--- src/rtl/latch_bank_arbiter.sv ---
// Round-robin write arbiter driving a shared bank of level-sensitive latch words.
// Build option LATCH_VERIFY_EN adds a HOLD-cycle readback compare that drives the sticky err flag.
module latch_bank_arbiter #(
  parameter int NREQ        = 4,
  parameter int DW          = 8,
  parameter int AW          = 2,
  parameter int OPEN_CYCLES = 2
) (
  input  logic                    clk,
  input  logic                    rst,
  input  logic [NREQ-1:0]         req,
  input  logic [NREQ*DW-1:0]      wdata,
  input  logic [NREQ*AW-1:0]      waddr,
  output logic [NREQ-1:0]         gnt,
  output logic [NREQ-1:0]         done,
  output logic [DW-1:0]           lat_d,
  output logic [(1<<AW)-1:0]      lat_en,
  input  logic [(1<<AW)*DW-1:0]   lat_q,
  output logic                    busy,
  output logic                    err
);
  localparam int NW = 1 << AW;
  localparam int RW = (NREQ > 1) ? $clog2(NREQ) : 1;
  localparam int CW = (OPEN_CYCLES > 1) ? $clog2(OPEN_CYCLES) : 1;

  typedef enum logic [1:0] {IDLE, SETUP, OPEN, HOLD} state_t;

  logic [DW-1:0] wd [NREQ];
  logic [AW-1:0] wa [NREQ];

  genvar gi;
  generate
    for (gi = 0; gi < NREQ; gi++) begin : g_req
      assign wd[gi] = wdata[gi*DW +: DW];
      assign wa[gi] = waddr[gi*AW +: AW];
    end
  endgenerate

  state_t        state, state_n;
  logic [RW-1:0] rr, rr_n, sel, sel_n, pick, idx;
  logic          found;
  logic [DW-1:0] cap_d, cap_d_n, d_n;
  logic [AW-1:0] cap_a, cap_a_n;
  logic [CW-1:0] cnt, cnt_n;
  logic [NREQ-1:0] gnt_n, done_n;
  logic [NW-1:0] en_n;

  // first asserted requester strictly after the last winner, wrapping
  always_comb begin
    found = 1'b0;
    pick  = '0;
    idx   = '0;
    for (int k = 1; k <= NREQ; k++) begin
      idx = RW'((int'(rr) + k) % NREQ);
      if (!found && req[idx]) begin
        found = 1'b1;
        pick  = idx;
      end
    end
  end

  always_comb begin
    state_n = state;
    rr_n    = rr;
    sel_n   = sel;
    cap_d_n = cap_d;
    cap_a_n = cap_a;
    cnt_n   = cnt;
    gnt_n   = gnt;
    done_n  = '0;
    en_n    = '0;
    d_n     = lat_d;
    case (state)
      IDLE: begin
        gnt_n = '0;
        if (found) begin
          state_n = SETUP;
          sel_n   = pick;
          rr_n    = pick;
          cap_d_n = wd[pick];
          cap_a_n = wa[pick];
          gnt_n   = NREQ'(1) << pick;
          d_n     = wd[pick];
        end
      end
      SETUP: begin
        state_n = OPEN;
        en_n    = NW'(1) << cap_a;
        cnt_n   = CW'(OPEN_CYCLES - 1);
      end
      OPEN: begin
        if (cnt == '0) begin
          state_n = HOLD;
          done_n  = NREQ'(1) << sel;
        end else begin
          cnt_n = cnt - CW'(1);
          en_n  = NW'(1) << cap_a;
        end
      end
      HOLD: begin
        state_n = IDLE;
        gnt_n   = '0;
      end
      default: state_n = IDLE;
    endcase
  end

  always_ff @(posedge clk) begin
    if (rst) begin
      state  <= IDLE;
      rr     <= RW'(NREQ - 1);
      sel    <= '0;
      cap_d  <= '0;
      cap_a  <= '0;
      cnt    <= '0;
      gnt    <= '0;
      done   <= '0;
      lat_en <= '0;
      lat_d  <= '0;
      busy   <= 1'b0;
    end else begin
      state  <= state_n;
      rr     <= rr_n;
      sel    <= sel_n;
      cap_d  <= cap_d_n;
      cap_a  <= cap_a_n;
      cnt    <= cnt_n;
      gnt    <= gnt_n;
      done   <= done_n;
      lat_en <= en_n;
      lat_d  <= d_n;
      busy   <= (state_n != IDLE);
    end
  end

`ifdef LATCH_VERIFY_EN
  logic [DW-1:0] q_w [NW];
  generate
    for (gi = 0; gi < NW; gi++) begin : g_q
      assign q_w[gi] = lat_q[gi*DW +: DW];
    end
  endgenerate

  // word has been closed for a cycle by HOLD, so Q is settled
  always_ff @(posedge clk) begin
    if (rst)
      err <= 1'b0;
    else if (state == HOLD && q_w[cap_a] != cap_d)
      err <= 1'b1;
  end
`else
  logic unused_lat_q;
  assign unused_lat_q = ^lat_q;
  assign err = 1'b0;
`endif

endmodule

--- config.mk ---
export PLATFORM = sky130hd
export DESIGN_NAME = latch_bank_arbiter
export DESIGN_NICKNAME = d
export VERILOG_FILES = /design/src/rtl/latch_bank_arbiter.sv
export SDC_FILE = /design/constraint.sdc
export NUM_CORES = 1
export LEC_CHECK = 0
export ABC_AREA = 1
export CORE_MARGIN = 3
export CORE_UTILIZATION = 42
export DETAILED_ROUTE_END_ITERATION = 10
export GPL_TIMING_DRIVEN = 1
export PLACE_DENSITY = 0.93
export SETUP_SLACK_MARGIN = 0.5
export SYNTH_ARGS = -nofsm -noshare
export SYNTH_HDL_FRONTEND = slang
export SYNTH_SLANG_ARGS = --single-unit
--- constraint.sdc ---
create_clock -name clk -period 4.7 [get_ports clk]
set_input_delay 0.705 -clock clk [delete_from_list [all_inputs] [get_ports clk]]
set_output_delay 0.705 -clock clk [all_outputs]
set_load 0.01 [all_outputs]
==> summary.txt <==
Route
  • Final WL: 4660 µm
  • Uppermost layer routed: met4
  • DRC: 0
  • WL/cell: 12.56 µm
  • Vias: 1913
  • Routed wl met3: 214 µm
  • Post-route antenna net violation count: 0
  • First DRT Iteration DRCs: 89
  • Post-DR vias/cell: 5.156
  • Met2 WL: 2313 µm
  • M1 WL: 1993 µm
  • Detailed Routing Iterations Pass 1: 4

Yosys
  • Post-Synth Simple-Gate Area: 44.71%
  • Synthesized area: 1833 µm²
  • Yosys warnings: 0
  • Share of the yosys chip area belonging to registers: 32.76%
  • Mux contribution to synthesized area: 0%
  • Synth unique cells: 30
  • Synth Area per Inst: 7.050 µm²
  • Yosys reg bits: 30
  • Synth Area in Adders: 3.413%
  • Main combinational cell family by area after synthesis: simple AND/OR/NAND/NOR gates
  • Syn Nets: 343
  • Compound-Gate Fraction of Synth Area: 8.259%
  • Post-Synthesis Cells: 260
  • Post-synthesis xor/xnor area fraction: 0%

Setup path
  • Reg-to-Reg Start: rr[0]
  • Worst R2R Setup Slack: 2.13 ns
  • CP Cell Sequence: clkdlybuf4s50_1, nand2_1, nand2_1, inv_1, nand2_1, nand2_2, nand4_1, nand3_2, nor2_2, nand2_1, nand2_1, nor2_1, nor2_1
  • CP top delay family: simple AND/OR/NAND/NOR gates
  • Worst R2R Path Depth: 13
  • Worst flop-to-flop path endpoint: lat_d[5]
  • Critical path capture point type: register
  • CP Max Fanout: 24
  • CP Buf/Inv Count: 2
  • Crit start category: input pin
  • Req. time, crit path: 4.92 ns
  • Slowest library cell on the worst path: clkdlybuf4s50_1
  • CP peak stage delay: 0.50 ns
  • Crit Path Category: input pin to register
  • Most frequent CP cell: nand2_1
  • Worst path arrival time: 2.98 ns

Place
  • Post-DP HPWL: 3442 µm
  • Area after DPL: 2445 µm²
  • Gpl congestion: 0.8953
  • # port buffers: 66
  • DP Cell Count: 363

Power
  • Switching Share: 51.29%
  • Power Dens Cells: 676.6 nW/µm²
  • Clock power share: 12.6%
  • Worst VDD drop: 0.3551 mV
  • Internal: 0.8359 mW
  • LEAKAGE: 1.083 nW
  • Switch Pwr: 0.8802 mW
  • Register share of total power: 22.7%
  • Combinational power share: 64.7%
  • Design Power: 1.716 mW

STA
  • Max-slew violation count: 0
  • RSZ-0062 raised after global routing: no
  • Setup Skew: 0.01116 ns
  • Hold slack final: 0.4686 ns
  • Slew of the pin with the lowest slew margin: 0.5160 ns
  • Min Clock Period, post-route: 2.757 ns
  • Setup_tns: 0 ns
  • Final period util: 58.67%
  • Achievable clock frequency: 0.3627 GHz
  • Hold Fails Final Rpt: 0
  • # setup viols final: 0
  • Relative slew slack: 65.56%

GRT
  • First-pass GRT wire length: 7624 µm
  • Initial antenna violation count: 0
  • Total global-route track usage: 18.49%
  • Largest net degree at the start of global routing: 26
  • Number of global-route vias before repair: 1768
  • GRT overflow: 0

Floorplan
  • Core Area: 4115 µm²
  • Die ar.: 5193 µm²
  • Chip Width: 72.06 µm
  • Initial Util: 44.54%
  • Die Y-Extent: 72.06 µm
  • Rows: 23
  • # IOs: 100

CTS
  • Post-CTS setup repair buffer count: 0
  • PostCTS Resize Cnt: 0
  • CTS tree: built
  • H-tree depth: 2
  • CTS Sinks: 30
  • CTS Hold Bufs: 0
  • Clk slew on worst S/H paths: 0.07 ns
  • Longest Clk Path Bufs: 2
  • Num CTS Buffers: 5
  • CTS Root Cell: clkbuf_8
  • Worst-Skew Late Latency: 0.28 ns

Final layout
  • Final #Nets: 403
  • Number of fill cells in the layout: 378
  • # diodes: 0
  • Layout cells sized above 1: 10.28%
  • Finished Layout Cells: 371
  • Layout overhead on the synthesized area: 38.36%
  • Fin area: 2536 µm²

Min path
  • WHS Path Cells: 1
  • Hold Crit Endpoint: done[2]
  • HP Class: register to register
  • Worst Hold Launch: sel[0]

Job
  • Max Cap Viol: 0

Run status
  • Status: completed
## stage by stage
| stage | setup slack, ns | utilization (%) |
|---|---|---|
| 2_1_floorplan | 2.770 | - |
| 5_1_grt | 1.702 | 61.63 |
| 3_5_place_dp | 1.666 | 59.41 |
| 4_1_cts | 1.944 | 61.63 |
| 3_3_place_gp | 1.807 | 59.41 |
| 6_report | 1.943 | 61.63 |
## Yosys cell counts, drive strengths merged
cell type   n  area (µm²)
a21oi       6       30.03
buf        11       103.9
clkbuf      2       7.510
clkinv      1       3.750
conb        1       3.750
dfxtp      30       600.6
ha          5       62.56
inv        20       80.08
nand2      64       285.3
nand3      58       315.3
nand3b      1       11.26
nand4       5       43.79
nor2       29       128.9
nor3        2       10.01
nor4        4       25.02
o211ai      2       15.01
o21ai      14       70.06
o22ai       1       6.260
o31ai       4       30.03
## layer usage
layer / track usage [%] / vias to the layer above
li1: - / 990
met1: 21.23 / 858
met2: 31.95 / 51
met3: 5.125 / 14
met4: 7.933 / 0
met5: 0 / -
## flip-flops by register name, indices dropped and copies added (netlist names)
| name | flops |
|---|---|
| sel | 2 |
| state | 2 |
| busy | 1 |
| cap_a | 2 |
| gnt | 4 |
| cnt | 1 |
| rr | 2 |
| done | 4 |
| lat_en | 4 |
| lat_d | 8 |
## power by group through the flow
stage | Combinational, mW | Clock (mW) | Sequential, mW
6_report | 1.11 | 0.215 | 0.390
5_1_grt | 1.24 | 0.229 | 0.400
4_1_cts | 1.11 | 0.217 | 0.389
3_5_place_dp | 1.11 | 0 | 0.393
3_3_place_gp | 1.07 | 0 | 0.391
2_1_floorplan | 0.925 | 0 | 0.396
## placed cells by master, fill, tap and decap left out, drive strengths merged, types with 4 or more instances in the layout
cell type      instances
nand4                  5
inv                   20
a21oi                  6
nor4                   4
nand2                 64
nand3                 58
dfxtp                 30
clkbuf                 7
ha                     5
o21ai                 14
nor2                  29
clkdlybuf4s50         66
o31ai                  4
## layout make-up
class / instances / area [µm²] / share of cell area [%]
clock buffers: 7 / 86.33 / 3.404
multi-input cells: 196 / 1037 / 40.90
inverters: 21 / 83.83 / 3.305
repair buffers: 66 / 660.6 / 26.05
clock inverters: 1 / 5.005 / 0.1973
flip-flops and latches: 30 / 600.6 / 23.68
well taps: 50 / 62.56 / 2.467
## worst register-to-register path, cell delays in order (launching register included)
cell      delay, ns
dfxtp_1        0.56
inv_4          0.15
nand2_1        0.09
nand2_1        0.10
inv_1          0.09
nand2_1        0.06
nand2_2        0.12
nand3b_2       0.15
nand3_2        0.42
nor2_2         0.41
nand2_1        0.11
nand2_1        0.08
nor2_1         0.06
nor2_1         0.10
## worst max-delay path by stage
| stage | start | cells after the start | to | slack [ns] |
|---|---|---|---|---|
| after global routing | req[0] | 13 | lat_d[5] | 1.70 |
| after detailed placement | req[0] | 13 | lat_d[5] | 1.67 |
| final | req[0] | 13 | lat_d[5] | 1.94 |
| after CTS | req[0] | 13 | lat_d[5] | 1.94 |
| after floorplan | req[2] | 13 | cap_a[1] | 2.77 |
| after global placement | req[0] | 13 | cap_a[0] | 1.81 |
## logic make-up after synthesis
logic type / count (synthesis)
buffers and inverters: 34
AOI/OAI and AO/OA: 27
adders and majority gates: 5
other: 1
and+or+nand+nor: 163
DFF: 30
Power figures use the tool's default switching activity.
